--- src/rtl/uart_rx_ovs.sv ---
`timescale 1ns/1ps
`default_nettype none
// ============================================================================
// Module   : uart_rx_ovs
// Purpose  : 8N1-style RS232 receiver using 16x oversampling from a shared
//            baud-rate tick. A 2-flop synchroniser feeds a falling-edge hunter.
//            Data bits are sampled at mid-bit, LSB first, and the stop bit is
//            then checked. The received word is held behind a valid/ack
//            handshake, with framing-error and overrun flags.
// Ports    : iCLK_50          system clock (50 MHz)
//            iRST_N           asynchronous active-low reset
//            iRX              serial line, asynchronous, idle high
//            iBAUD_RATE_TICK  one-clock strobe at 16x baud rate
//            iRD_ACK          consumer took oDATA; clears valid/overrun
//            oDATA[7:0]       received word, right-justified
//            oDATA_VALID      oDATA holds an unread word
//            oRX_DONE_TICK    one-clock pulse per completed frame
//            oFRAME_ERR       stop-bit sample of last frame was 0
//            oOVERRUN         a frame completed while an unread word was held
// Options  : `define UART_RX_MAJORITY_EN  -> each bit decision is the 2-of-3
//            majority of rx_s taken on ticks s = K-2, K-1, K.
// Revision : 1.0 - initial release
// ============================================================================
module uart_rx_ovs #(
    parameter int DBIT      = 8,
    parameter int STOP_TICK = 16
) (
    input  logic       iCLK_50,
    input  logic       iRST_N,
    input  logic       iRX,
    input  logic       iBAUD_RATE_TICK,
    input  logic       iRD_ACK,
    output logic [7:0] oDATA,
    output logic       oDATA_VALID,
    output logic       oRX_DONE_TICK,
    output logic       oFRAME_ERR,
    output logic       oOVERRUN
);

    localparam logic [3:0] c_START_LAST = 4'd7;
    localparam logic [3:0] c_DATA_LAST  = 4'd15;
    localparam logic [3:0] c_STOP_LAST  = 4'(STOP_TICK - 1);
    localparam logic [2:0] c_BIT_LAST   = 3'(DBIT - 1);

    typedef enum logic [1:0] {
        ST_IDLE  = 2'd0,
        ST_START = 2'd1,
        ST_DATA  = 2'd2,
        ST_STOP  = 2'd3
    } state_t;

    logic       r_rx_meta;
    logic       r_rx_s;
    logic       r_rx_prev;
    state_t     r_state;
    state_t     w_state_next;
    logic [3:0] r_s;
    logic [3:0] w_s_next;
    logic [2:0] r_n;
    logic [2:0] w_n_next;
    logic [7:0] r_shift;
    logic [7:0] w_shift_next;
    logic       w_sample;
    logic       w_complete;

    logic [7:0] r_data;
    logic       r_valid;
    logic       r_done;
    logic       r_ferr;
    logic       r_ovr;

    // Synchroniser; the previous-RX flop only moves on ticks so that the
    // idle edge hunt compares two consecutive tick-rate samples.
    always_ff @(posedge iCLK_50 or negedge iRST_N) begin
        if (!iRST_N) begin
            r_rx_meta <= 1'b1;
            r_rx_s    <= 1'b1;
            r_rx_prev <= 1'b1;
        end else begin
            r_rx_meta <= iRX;
            r_rx_s    <= r_rx_meta;
            if (iBAUD_RATE_TICK) begin
                r_rx_prev <= r_rx_s;
            end
        end
    end

`ifdef UART_RX_MAJORITY_EN
    // Two earlier samples are kept; the third is rx_s on the deciding tick.
    logic [3:0] w_k;
    logic [1:0] r_win;

    always_comb begin
        w_k = c_START_LAST;
        case (r_state)
            ST_DATA: w_k = c_DATA_LAST;
            ST_STOP: w_k = c_STOP_LAST;
            default: w_k = c_START_LAST;
        endcase
    end

    always_ff @(posedge iCLK_50 or negedge iRST_N) begin
        if (!iRST_N) begin
            r_win <= 2'b11;
        end else if (iBAUD_RATE_TICK && (r_state != ST_IDLE) &&
                     ((r_s == (w_k - 4'd2)) || (r_s == (w_k - 4'd1)))) begin
            r_win <= {r_win[0], r_rx_s};
        end
    end

    assign w_sample = (r_win[1] & r_win[0]) | (r_win[1] & r_rx_s) | (r_win[0] & r_rx_s);
`else
    assign w_sample = r_rx_s;
`endif

    always_ff @(posedge iCLK_50 or negedge iRST_N) begin
        if (!iRST_N) begin
            r_state <= ST_IDLE;
            r_s     <= 4'd0;
            r_n     <= 3'd0;
            r_shift <= 8'd0;
        end else begin
            r_state <= w_state_next;
            r_s     <= w_s_next;
            r_n     <= w_n_next;
            r_shift <= w_shift_next;
        end
    end

    always_comb begin
        w_state_next = r_state;
        w_s_next     = r_s;
        w_n_next     = r_n;
        w_shift_next = r_shift;
        w_complete   = 1'b0;
        case (r_state)
            ST_IDLE: begin
                // Falling edge only: a line stuck low never restarts a frame.
                if (iBAUD_RATE_TICK && r_rx_prev && !r_rx_s) begin
                    w_state_next = ST_START;
                    w_s_next     = 4'd0;
                end
            end
            ST_START: begin
                if (iBAUD_RATE_TICK) begin
                    if (r_s == c_START_LAST) begin
                        w_s_next = 4'd0;
                        if (!w_sample) begin
                            w_state_next = ST_DATA;
                            w_n_next     = 3'd0;
                        end else begin
                            w_state_next = ST_IDLE;
                        end
                    end else begin
                        w_s_next = r_s + 4'd1;
                    end
                end
            end
            ST_DATA: begin
                if (iBAUD_RATE_TICK) begin
                    if (r_s == c_DATA_LAST) begin
                        w_s_next = 4'd0;
                        // New bit enters at the top; after DBIT shifts the
                        // word sits right-justified with zeros above it.
                        w_shift_next         = r_shift >> 1;
                        w_shift_next[DBIT-1] = w_sample;
                        if (r_n == c_BIT_LAST) begin
                            w_state_next = ST_STOP;
                        end else begin
                            w_n_next = r_n + 3'd1;
                        end
                    end else begin
                        w_s_next = r_s + 4'd1;
                    end
                end
            end
            ST_STOP: begin
                if (iBAUD_RATE_TICK) begin
                    if (r_s == c_STOP_LAST) begin
                        w_state_next = ST_IDLE;
                        w_s_next     = 4'd0;
                        w_complete   = 1'b1;
                    end else begin
                        w_s_next = r_s + 4'd1;
                    end
                end
            end
            default: begin
                w_state_next = ST_IDLE;
                w_s_next     = 4'd0;
            end
        endcase
    end

    // Completion takes priority over a coincident acknowledge.
    always_ff @(posedge iCLK_50 or negedge iRST_N) begin
        if (!iRST_N) begin
            r_data  <= 8'd0;
            r_valid <= 1'b0;
            r_done  <= 1'b0;
            r_ferr  <= 1'b0;
            r_ovr   <= 1'b0;
        end else begin
            r_done <= w_complete;
            if (w_complete) begin
                r_data  <= r_shift;
                r_ferr  <= ~w_sample;
                r_valid <= 1'b1;
                r_ovr   <= r_valid & ~iRD_ACK;
            end else if (iRD_ACK) begin
                r_valid <= 1'b0;
                r_ovr   <= 1'b0;
            end
        end
    end

    assign oDATA         = r_data;
    assign oDATA_VALID   = r_valid;
    assign oRX_DONE_TICK = r_done;
    assign oFRAME_ERR    = r_ferr;
    assign oOVERRUN      = r_ovr;

endmodule
`default_nettype wire

--- config.mk ---
export PLATFORM = sky130hd
export DESIGN_NAME = uart_rx_ovs
export DESIGN_NICKNAME = d
export VERILOG_FILES = /design/src/rtl/uart_rx_ovs.sv
export SDC_FILE = /design/constraint.sdc
export NUM_CORES = 1
export LEC_CHECK = 0
export ABC_AREA = 0
export BUFFER_PORTS_ARGS = -buffer_cell sky130_fd_sc_hd__buf_2
export CAP_MARGIN = 20
export CORE_UTILIZATION = 50
export DETAILED_ROUTE_END_ITERATION = 16
export HOLD_SLACK_MARGIN = 0.08
export PLACE_DENSITY = 0.66
export SYNTH_ARGS = -nofsm -noshare
export SYNTH_HDL_FRONTEND = slang
export SYNTH_SLANG_ARGS = --single-unit
--- constraint.sdc ---
create_clock -name iCLK_50 -period 1.7 [get_ports iCLK_50]
set_input_delay 0 -clock iCLK_50 [delete_from_list [all_inputs] [get_ports iCLK_50]]
set_output_delay 0 -clock iCLK_50 [all_outputs]
set_load 0.005 [all_outputs]
# == Word level (Yosys, flattened, before mapping) ==
# Index checks and enable logic that the tools add are counted.
# op_classes
addsub,2
eq_ne,17
mux,29
bitwise_logic,3
n_reduce_logical,11
# ops
operator,n
2-to-1 mux 4 bit,5
inequality test 2 bit (second input constant),10
2-to-1 mux 2 bit,9
2-to-1 mux 3 bit,6
one-hot mux 4 bit (3 select lines),1
one-hot mux 2 bit (4 select lines),1
AND reduction 8 bit,1
AND reduction 7 bit,1
2-to-1 mux 1 bit,6
one-hot mux 3 bit (2 select lines),1
AND reduction 3 bit,2
adder 4 x 1 -> 4 bit (second input constant),1
equality test 2 bit (second input constant),2
equality test 4 x 3 -> 1 bit (second input constant),1
equality test 4 bit (second input constant),1
nonzero test 2 bit,2
adder 3 x 1 -> 3 bit (second input constant),1
equality test 3 bit (second input constant),1
equality test 2 x 1 -> 1 bit (second input constant),1
logical AND 1 bit,2
zero test 2 bit,1
inequality test 2 x 1 -> 1 bit (second input constant),1
NOT 1 bit,2
OR reduction 2 bit,1
other kinds (2),2
# totals
reg_bits,32
input_bits,5
out_inout_bits,12
word_cells,74

# == Logic depth before layout (Yosys ltp) ==
# Gate-level depths: netlist of run 1.
# logic_depth
ltp_word,5
mapped_depth,6
depth_no_buf,6

# == Least setup slack after synthesis of run 1 ==
# OpenSTA, ideal clock, no wires.
# synth_path
path_type,register -> register
from,register r_s[0]
to,register r_shift[0]
setup_time_ps,125
t_arrival_ps,1384
required_ps,1575
setup_slack_ps,191
path_stages_with_launch,6
path_buffers,1
synth_period_minus_slack_ps,1509
path_cell_list,dfrtp_1 ha_1 and3_4 and3_4 buf_12 mux2_4
# synth_via
elab_chain_cells,2
# synth_lines
item,line,text
start: declaration,57,logic [3:0] r_s;
start signal: assignment,124,r_s <= w_s_next;
equality test 4 bit,161,if (r_s == c_DATA_LAST) begin
AND reduction 3 bit (no source line),-,
end signal: assignment,126,r_shift <= w_shift_next;
end: declaration,61,logic [7:0] r_shift;
# No other way between the ends.
# A chain may end at the register's enable or synchronous reset.

# == Worst setup path in the final report of run 1 ==
# layout_path
from,register r_n[0]
to,register r_n[1]
# layout_via
elab_chain_cells,5
word_cells_on_any_way,8
classes_between,add/sub: 1; eq/ne: 2; mux: 4; reduce/logical: 1
# layout_lines
item,line,text
start: declaration,59,logic [2:0] r_n;
start signal: assignment,125,r_n <= w_n_next;
adder 3 x 1 -> 3 bit,170,w_n_next = r_n + 3'd1;
2-to-1 mux 3 bit,167,if (r_n == c_BIT_LAST) begin
2-to-1 mux 3 bit,161,
2-to-1 mux 3 bit,160,if (iBAUD_RATE_TICK) begin
one-hot mux 3 bit (2 select lines),136,case (r_state)
# Parallel ways exist; a longest one is shown, timed or not. The select of a mux whose other input is x is not followed.

==> results of run 1 <==
-- metrics by stage --
step / cells / setup TNS (ns) / power (mW) / hold slack (ns)
after detailed placement: 178 / 0 / 1.44 / 0.0911
after global placement: 178 / 0 / 1.42 / 0.0818
after global routing: 190 / -0.0311 / 2.15 / 0.292
after floorplan: 133 / 0 / 1.32 / -0.296
final: 190 / 0 / 2.01 / 0.241
after CTS: 190 / 0 / 2.01 / 0.263
-- final timing paths --
check	start	depth (start not counted)	slack, ns	endpoint
max	r_n[0]	6	0.09	r_n[1]
min	iRST_N	2	0.24	r_shift[1]
max reg2reg	r_n[0]	6	0.09	r_n[1]
min reg2reg	r_rx_meta	0	0.36	r_rx_s
max in group asynchronous	iRST_N	2	1.02	r_s[0]
min in group iCLK_50	iRX	2	0.32	r_rx_meta
-- timing repair --
| item | in CTS | in global routing |
|---|---|---|
| hold buffers | 4 | 0 |
| endpoints found under the hold margin | 34 | 0 |
| resized for setup | 0 | 3 |
| buffers inserted | 0 | 0 |
| setup endpoints to repair | 0 | 3 |
-- layer usage --
layer | global-route usage, % | vias up | routed length (um)
li1 | - | 506 | -
met5 | 0 | - | 0
met2 | 28.7 | 21 | 1230
met1 | 21.1 | 495 | 1150
met3 | 7.44 | 4 | 97
met4 | 9.41 | 0 | 27
-- sequential cells by signal (all words and copies together) (netlist names), named ones only --
signal and flops:
oDATA 8, oDATA_VALID 1, oFRAME_ERR 1, oOVERRUN 1, oRX_DONE_TICK 1, r_n 3
r_rx_meta 1, r_rx_prev 1, r_rx_s 1, r_s 4, r_shift 8, r_state 1
-- cell families (layout without fill, tap and decap cells) --
logic type,Yosys count,after routing,synth area share (%)
AND/OR/NAND/NOR,58,58,20.2
flip-flops,32,32,55.1
AO/OA/AOI/OAI,22,22,9.34
multiplexers,9,9,9.00
buffers and inverters,9,35,3.77
adder cells (fa/ha/maj),3,3,2.57
-- area by class of cell --
class | count | area share (%)
Clock buffer | 6 | 2.44
Clock inverter | 2 | 2.07
Inverter | 4 | 1.04
Multi-Input combinational cell | 92 | 36.1
Sequential cell | 32 | 47.6
Tap cell | 31 | 2.29
Timing Repair Buffer | 23 | 8.44
-- cells in the final DEF (no fill, tap or decap) --
master / synthesis / final
nand4_1: 2 / 2
o21a_1: 2 / 2
o31ai_1: 1 / 1
and3_4: 2 / 2
o21ai_0: 9 / 9
inv_4: 0 / 1
o211a_1: 1 / 1
nand4b_1: 1 / 1
o22a_1: 1 / 1
mux2_4: 8 / 8
buf_2: 4 / 16
a21oi_1: 3 / 3
nand2b_1: 2 / 2
dfrtp_1: 29 / 29
bufinv_16: 0 / 1
and4b_1: 1 / 1
nor2_1: 1 / 1
o221ai_1: 1 / 1
nand3_1: 4 / 4
mux2_2: 1 / 1
a22o_1: 1 / 1
nor2b_1: 2 / 2
or2_2: 1 / 1
clkbuf_4: 0 / 5
nor4b_1: 1 / 1
ha_1: 3 / 3
o21ai_1: 2 / 1
o211ai_1: 1 / 1
nor4bb_2: 0 / 1
clkbuf_1: 0 / 1
buf_4: 0 / 3
nand4_4: 1 / 1
dfstp_2: 3 / 3
inv_1: 3 / 3
nand2_1: 39 / 39
o21ai_2: 0 / 1
dlygate4sd3_1: 0 / 4
clkinv_2: 0 / 1
-- power groups by stage --
stage / registers (mW) / logic [mW] / clock network, mW
after CTS: 0.985 / 0.456 / 0.572
after floorplan: 0.929 / 0.389 / 0
final: 0.990 / 0.467 / 0.557
after detailed placement: 0.998 / 0.443 / 0
after global routing: 1.01 / 0.530 / 0.606
after global placement: 0.992 / 0.433 / 0
-- worst max-delay path: stages (launching register included) --
cell      delay, ns
dfrtp_1        0.42
ha_1           0.21
ha_1           0.23
nor4bb_2       0.34
o21ai_2        0.13
nand2_1        0.09
o21ai_0        0.08
==> out/metrics.yaml, run 1 <==
route:
  postRouteAntennaNets: 0
  wl_per_cell_um: 13.2
  first_pass_iters: 4
  drc_errors: 0
  drt_wl_total_um: 2500
  vias: 1026
  drtIter0Drc: 23
  via_per_inst: 5.40
grt:
  antenna_found_initial: 0
  grt_use_total_pct: 18.2
  grt-ovfl-total: 0
  grt_max_degree: 33
  grt_pass1_vias: 997
  grt_pass1_wl_um: 4320
cells_and_area:
  seq_area_sq_um: 805
  utilization_pct: 61.3
  postLayoutCellArea_sq_mm: 0.00169
  num_antenna_cells: 0
  multiInputGateArea_sq_um: 611
  nFillCells: 240
  drive_above_1_share_pct: 28.3
  area_delta_synth_final_pct: 15.8
  nNetsFinal: 166
sta:
  finalSetupViolCount: 0
  fin_worst_skew_ns: 0.00829
  drv_slew: 0
  fin_crit_ns: 1.61
  max_freq_ghz: 0.621
  fin_ws_ns: 0.0906
  slew_headroom_pct: 54.7
  hold_viol: 0
  fin_crit_sh_pct: 94.7
  worst_slew_pin_slew_ns: 0.679
floorplan:
  die_w_um: 56.0
  io_pins: 17
  start_util_pct: 52.9
  rows: 19
  die_h_um: 56.0
  die_area_sq_mm: 0.00314
  core_area_sq_mm: 0.00276
clock_tree:
  clk_pin_slew_ns: 0.10
  cts_made_buffers: 5
  cts_sinks: 32
  clockBufferDepth: 2
  root_buffer: "clkbuf_4"
  htree_levels: 2
  insertion_delay_ns: 0.33
  cts_tree: "done"
power_and_ir_drop:
  power.switching_uw: 627
  power_density_mw_per_mm2: 1190
  intPower_mw: 1.39
  pwr-share-clk_pct: 27.7
  leakage_nw: 0.843
  peakVddDrop_uv: 860
  pwr-share-seq_pct: 49.2
  comb_power_share_pct: 23.2
  p_sw_share_pct: 31.1
logic_synthesis:
  synthFlopType: "dfrtp_1"
  synth_top_area_cell: "dfrtp_1"
  ys_types: 32
  ys_warn_count: 0
  synthCells: 133
  synthTopCellsByArea: "dfrtp_1, nand2_1, mux2_4, dfstp_2, o21ai_0"
  synth.ff_latch_count: 32
  synth.avg_cell_area_sq_um: 11.0
  synth_most_common_cell: "nand2_1"
  synth_fp_nets: 141
  synthTopCellsByCount: "nand2_1, dfrtp_1, o21ai_0"
  seq_area_frac_synth_pct: 55.1
  synth_edf_count: 0
  async_flop_share_pct: 100
  syn-cell-area_sq_mm: 0.00146
  yosysTopAreaCellShare_pct: 49.7
critical_path:
  arrival_ns: 1.82
  cp.required_ns: 1.91
  path_class: "flop to flop"
  crit_path_end_kind: "flop"
  crit_fanout: 5
  critPathLaunchType: "flop"
placed_design:
  place_hpwl_um: 1720
  dpl_cell_area_sq_mm: 0.00156
  io_buffers: 16
  dp_worst_setup_slack_ns: 0.102
  gp_congestion: 0.715
worst_hold_path:
  hp-class: "input pin to async pin"
outcome:
  status: "complete, no violations"
flow_run:
  max-cap-violations: 0
Power figures use the tool's default switching activity.
==> run 2: changes to the inputs <==
--- a/config.mk
+++ b/config.mk
@@ -5,7 +5,7 @@
 export SDC_FILE = /design/constraint.sdc
 export NUM_CORES = 1
 export LEC_CHECK = 0
-export ABC_AREA = 0
+export ABC_AREA = 1
 export BUFFER_PORTS_ARGS = -buffer_cell sky130_fd_sc_hd__buf_2
 export CAP_MARGIN = 20
 export CORE_UTILIZATION = 50
==> run 2 against run 1 <==
  * Core utilization is 2.7 points higher
  * Via count up 1.9%
  * Fmax grew 10%
  * Area after synthesis fell by 3.1%
  * Final area down 2.8%
  * Critical path type unchanged
  * Largest cell class unchanged
==> out/metrics.yaml, run 2 <==
placed_design:
  gp_congestion: 0.772  # +8.1%
  dpl_cell_area_sq_mm: 0.00151  # -3.4%
  dp_worst_setup_slack_ns: 0.254  # +0.152 ns
  io_buffers: 16  # unchanged
  place_hpwl_um: 1630  # -5.4%
route:
  drc_errors: 0  # unchanged
  first_pass_iters: 6  # +2
  via_per_inst: 4.98  # -7.8%
  drtIter0Drc: 14  # -39%
  wl_per_cell_um: 11.2  # -15%
  postRouteAntennaNets: 0  # unchanged
  drt_wl_total_um: 2360  # -5.6%
  vias: 1046  # +1.9%
clock_tree:
  htree_levels: 2  # unchanged
  cts_resized: 0  # unchanged
  root_buffer: "clkbuf_4"
  clockBufferDepth: 2  # unchanged
  cts_made_buffers: 5  # unchanged
  cts_sinks: 32  # unchanged
  insertion_delay_ns: 0.33  # about the same
  post_cts_buffers: 0  # unchanged
  cts_hold_buf: 4  # unchanged
  clk_pin_slew_ns: 0.10  # about the same
  cts_tree: "done"
cells_and_area:
  layout_commonest_cell: "nand2_1"
  drive_above_1_share_pct: 20.6  # -7.7 points
  num_antenna_cells: 0  # unchanged
  area_delta_synth_final_pct: 16.1
  final_cell_mix: "nand2_1, dfrtp_1, o21ai_0"
  postLayoutCellArea_sq_mm: 0.00164  # -2.8%
  nNetsFinal: 187  # +13%
critical_path:
  crit_fanout: 21  # +16
  crit_path_cell_trace: "ha_1 -> nand3_1 -> inv_1 -> nand4_1 -> buf_4 -> inv_1 -> nand2_1 -> nand2_1"
  path_class: "flop to flop"
  cp_slowest_cell: "dfrtp_1"
  arrival_ns: 1.69  # -0.13 ns
  r2r-start: "r_s[0]"
  reg2regPathDepth: 8  # +2
  r2r_slack_ns: 0.24  # +0.15 ns
  startpoint: "r_s[0]"
  cp.required_ns: 1.93  # +0.02 ns
  r2r_end: "oDATA[0]"
  critPathLaunchType: "flop"
  critPathMaxStageDelay_ns: 0.39  # -0.03 ns
  crit_path_end_kind: "flop"
sta:
  fin_crit_ns: 1.46  # -0.150 ns
  fin_crit_sh_pct: 85.9  # -8.8 points
  fin_worst_skew_ns: 0.00518  # -0.00311 ns
  worst_slew_pin_slew_ns: 0.683  # +0.00317 ns
  slew_headroom_pct: 54.5  # -0.21 points
  rsz0062_at_grt: "no"
  holdWs_ns: 0.232  # -0.00915 ns
  fin_ws_ns: 0.241  # +0.150 ns
  max_freq_ghz: 0.685  # +10%
  drv_slew: 0  # unchanged
  hold_viol: 0  # unchanged
  setup-tns-final_ns: 0  # unchanged
  finalSetupViolCount: 0  # unchanged
power_and_ir_drop:
  power_density_mw_per_mm2: 1240  # +3.8%
  leakage_nw: 0.853  # +1.1%
  peakVddDrop_uv: 1020  # +19%
floorplan:
  core_area_sq_mm: 0.00257  # -6.9%
  die_area_sq_mm: 0.00305  # -3.0%
  rows: 18  # -1
  die_h_um: 55.2  # -1.5%
  die_w_um: 55.2  # -1.5%
  io_pins: 17  # unchanged
  start_util_pct: 55.1  # +2.2 points
grt:
  grt_max_degree: 33  # unchanged
  grt_pass1_wl_um: 4370  # +1.3%
  grt_pass1_vias: 1053  # +5.6%
  grt-ovfl-total: 0  # unchanged
  antenna_found_initial: 0  # unchanged
  grt_use_total_pct: 18.7  # +0.54 points
logic_synthesis:
  synthTopCellsByCount: "nand2_1, dfrtp_1, o21ai_0"
  synth_edf_count: 0  # unchanged
  synth_most_common_cell: "nand2_1"
  synth.avg_cell_area_sq_um: 9.13  # -17%
  async_flop_share_pct: 100  # unchanged
  synth.ff_latch_count: 32  # unchanged
  yosysTopAreaCellShare_pct: 51.3  # +1.6 points
  synth_top_area_cell: "dfrtp_1"
  synth_fp_nets: 163  # +16%
  synthCells: 155  # +17%
  ys_warn_count: 0  # unchanged
  synthFlopType: "dfrtp_1"
  syn-cell-area_sq_mm: 0.00142  # -3.1%
  ys_types: 19  # -41%
  synthTopCellsByArea: "dfrtp_1, nand2_1, o21ai_0, dfstp_2, inv_1"
  seq_area_frac_synth_pct: 56.9  # +1.8 points
worst_hold_path:
  hp-class: "input pin to async pin"
flow_run:
  max-cap-violations: 0  # unchanged
outcome:
  status: "complete, no violations"
[run 2: worst max-delay path by stage]
stage	endpoint
5_1_grt	oDATA[0]
2_1_floorplan	r_n[1]
4_1_cts	oDATA[0]
3_3_place_gp	oDATA[0]
6_report	oDATA[0]
3_5_place_dp	oDATA[0]
[run 2: cells by family after synthesis]
| group | Yosys count | share of synthesized area [%] |
|---|---|---|
| simple gates | 70 | 23.7 |
| compound gates | 26 | 9.20 |
| flops | 32 | 56.9 |
| buf+inv | 24 | 7.60 |
| fa+ha+maj | 3 | 2.65 |
[run 2: layer usage]
metal  share of wire, %  track usage, %  up-vias
li1                   -               -      539
met5                  0               0        -
met4               0.51            8.21        0
met2                 50            29.9       22
met3                4.6            7.73        2
met1                 45            22.0      483
[run 2: area by class of cell]
cell class | count | area [sq um]
Inverter | 20 | 75.1
Timing Repair Buffer | 21 | 128
Multi-Input combinational cell | 99 | 503
Clock inverter | 1 | 30.0
Sequential cell | 32 | 805
Fill cell | 218 | 925
Clock buffer | 7 | 65.1
Tap cell | 30 | 37.5
[run 2: power breakdown]
group          leakage [nW]  total (mW)  internal, mW  switching (mW)
Combinational         0.371       0.456         0.147           0.309
Clock                0.0515       0.649         0.390           0.259
Sequential            0.431       0.928         0.837          0.0908
Total                 0.853        2.03          1.37           0.659
[run 2: critical path, delay by kind of cell (launching register included)]
family | cells | cell delay, ns
buf+inv | 3 | 0.40
flops | 1 | 0.39
simple gates | 4 | 0.31
fa+ha+maj | 1 | 0.24
[run 2: metrics by stage]
stage                     utilization, %  total power, mW  std cells
after floorplan                        -             1.31        155
after global placement              58.7             1.37        198
after detailed placement            58.7             1.39        198
after CTS                           64.0             2.05        210
after global routing                64.0             2.16        210
final                               64.0             2.03        210
==> run 3: changes to the inputs <==
==> constraint.sdc (replaced) <==
create_clock -name iCLK_50 -period 1.5 [get_ports iCLK_50]
set_input_delay 0 -clock iCLK_50 [delete_from_list [all_inputs] [get_ports iCLK_50]]
set_output_delay 0 -clock iCLK_50 [all_outputs]
set_load 0.005 [all_outputs]
==> run 3 against run 2 <==
  * Sequential power increased by 13%
  * Total power increased by 15%
  * Sequential share of layout area decreased by 0.77 points
  * Combinational power increased by 23%
  * Critical endpoint is now r_n[2]
  * Core utilization increased by 1.1 points
  * Critical path depth unchanged
  * Sequential cell count unchanged
  * Highest routed layer unchanged
==> out/metrics.yaml, run 3 (synthesized netlist as in run 2, its figures left out) <==
clock_tree:
  clk_pin_slew_ns: 0.10  # about the same
  cts_tree: "done"
  clockBufferDepth: 2  # unchanged
  htree_levels: 2  # unchanged
  cts_made_buffers: 5  # unchanged
  root_buffer: "clkbuf_4"
  cts_sinks: 32  # unchanged
  insertion_delay_ns: 0.32  # about the same
power_and_ir_drop:
  peakVddDrop_uv: 1060  # +3.5%
  leakage_nw: 0.867  # +1.6%
  pwr-share-seq_pct: 44.9  # -0.7 points
  power_density_mw_per_mm2: 1400  # +13%
  total_power_mw: 2.34  # +15%
  comb_power_share_pct: 23.8  # +1.4 points
  p_sw_share_pct: 32.6  # +0.17 points
  power.switching_uw: 763  # +16%
  pwr-share-clk_pct: 31.3  # -0.6 points
  intPower_mw: 1.58  # +15%
cells_and_area:
  area_delta_synth_final_pct: 18.1
  final_cell_mix: "nand2_1, dfrtp_1, o21ai_0"
  nNetsFinal: 189  # +1.1%
  num_antenna_cells: 0  # unchanged
  drive_above_1_share_pct: 22.5  # +2.0 points
  layout_commonest_cell: "nand2_1"
sta:
  fin_worst_skew_ns: 0.0105  # +0.00532 ns
  hold_viol: 0  # unchanged
  slew_headroom_pct: 54.1  # -0.40 points
  max_freq_ghz: 0.708  # +3.4%
  fin_crit_sh_pct: 94.1  # +8.3 points
  drv_slew: 0  # unchanged
  fin_crit_ns: 1.41  # -0.0475 ns
  fin_ws_ns: 0.0880  # -0.153 ns
  rsz0062_at_grt: "yes"
  finalSetupViolCount: 0  # unchanged
  worst_slew_pin_slew_ns: 0.688  # +0.00595 ns
placed_design:
  gp_congestion: 0.824  # +6.6%
  dp_worst_setup_slack_ns: 0.0683  # -0.186 ns
  place_hpwl_um: 1700  # +4.7%
  io_buffers: 16  # unchanged
worst_hold_path:
  hp-class: "input pin to async pin"
grt:
  grt-ovfl-total: 0  # unchanged
  grt_pass1_vias: 1077  # +2.3%
  grt_max_degree: 33  # unchanged
  grt_pass1_wl_um: 4310  # -1.4%
  grt_use_total_pct: 18.2  # -0.54 points
  antenna_found_initial: 0  # unchanged
floorplan:
  core_area_sq_mm: 0.00257  # unchanged
  die_area_sq_mm: 0.00305  # unchanged
  io_pins: 17  # unchanged
  start_util_pct: 55.1  # unchanged
  die_w_um: 55.2  # unchanged
  rows: 18  # unchanged
  die_h_um: 55.2  # unchanged
critical_path:
  crit_path_end_kind: "flop"
  reg2regPathDepth: 8  # unchanged
  critPathLaunchType: "flop"
  cp.required_ns: 1.71  # -0.22 ns
  arrival_ns: 1.62  # -0.07 ns
  r2r_end: "r_n[2]"
  r2r_slack_ns: 0.09  # -0.15 ns
  r2r-start: "r_s[0]"
  crit_fanout: 4  # -81%
  path_class: "flop to flop"
flow_run:
  max-cap-violations: 0  # unchanged
route:
  first_pass_iters: 4  # -2
  vias: 1056  # +0.96%
  via_per_inst: 4.98  # about the same
  drc_errors: 0  # unchanged
  postRouteAntennaNets: 0  # unchanged
  wl_per_cell_um: 11.6  # +3.2%
  drtIter0Drc: 35  # +21
  drt_wl_total_um: 2460  # +4.2%
outcome:
  status: "complete, no violations"
run 3: cell type report:
cell class / count / area, sq um
timing repair buffer: 23 / 155
inverter: 20 / 75.1
fill: 204 / 896
tap: 30 / 37.5
clock inverter: 1 / 30.0
clock buffer: 7 / 65.1
multi-input combinational: 99 / 503
sequential: 32 / 806
run 3: power groups by stage:
stage | clock network (mW) | registers [mW] | logic [mW]
2_1_floorplan | 0 | 1.02 | 0.472
3_5_place_dp | 0 | 1.07 | 0.529
3_3_place_gp | 0 | 1.06 | 0.503
6_report | 0.733 | 1.05 | 0.559
4_1_cts | 0.753 | 1.05 | 0.536
5_1_grt | 0.792 | 1.07 | 0.621
run 3: critical path: stages (launching register included):
cell	delay, ns
dfrtp_1	0.40
ha_1	0.22
buf_4	0.14
nand3_1	0.07
nand2_1	0.06
nand2_1	0.19
nor2_4	0.07
nand3_1	0.09
nand2_1	0.06
run 3: worst max path at each step:
stage / from / endpoint / slack, ns / depth (start not counted)
final: r_s[0] / r_n[2] / 0.09 / 8
after detailed placement: r_n[0] / r_n[2] / 0.07 / 8
after global placement: r_s[0] / oDATA[1] / 0.12 / 7
after CTS: r_state[0] / r_n[2] / 0.02 / 7
after floorplan: r_n[0] / r_n[1] / 0.20 / 8
after global routing: r_s[1] / oFRAME_ERR / -0.01 / 7
run 3: timing repair:
action                                 4_1_cts  5_1_grt
endpoints found under the hold margin       33        0
resized for setup                            0        4
setup buffers                                0        1
hold buffers                                 4        0
setup endpoints to repair                    0       13
run 3: per-stage QoR:
step | util (%) | TNS [ns] | std cells | hold slack [ns] | area [sq um]
after global placement | 59.5 | 0 | 199 | 0.0755 | 1530
after CTS | 64.8 | 0 | 211 | 0.255 | 1660
after detailed placement | 59.5 | 0 | 199 | 0.0822 | 1530
after floorplan | - | 0 | 155 | -0.296 | 1420
final | 65.1 | 0 | 212 | 0.248 | 1670
after global routing | 65.1 | -0.0148 | 212 | 0.321 | 1670
run 3: per-layer routing:
metal	global-route usage [%]	routed length [um]	vias to the layer above
met5	0	0	-
met2	33.0	1240	19
li1	-	-	545
met4	7.50	29	0
met3	5.39	85	4
met1	19.4	1100	488
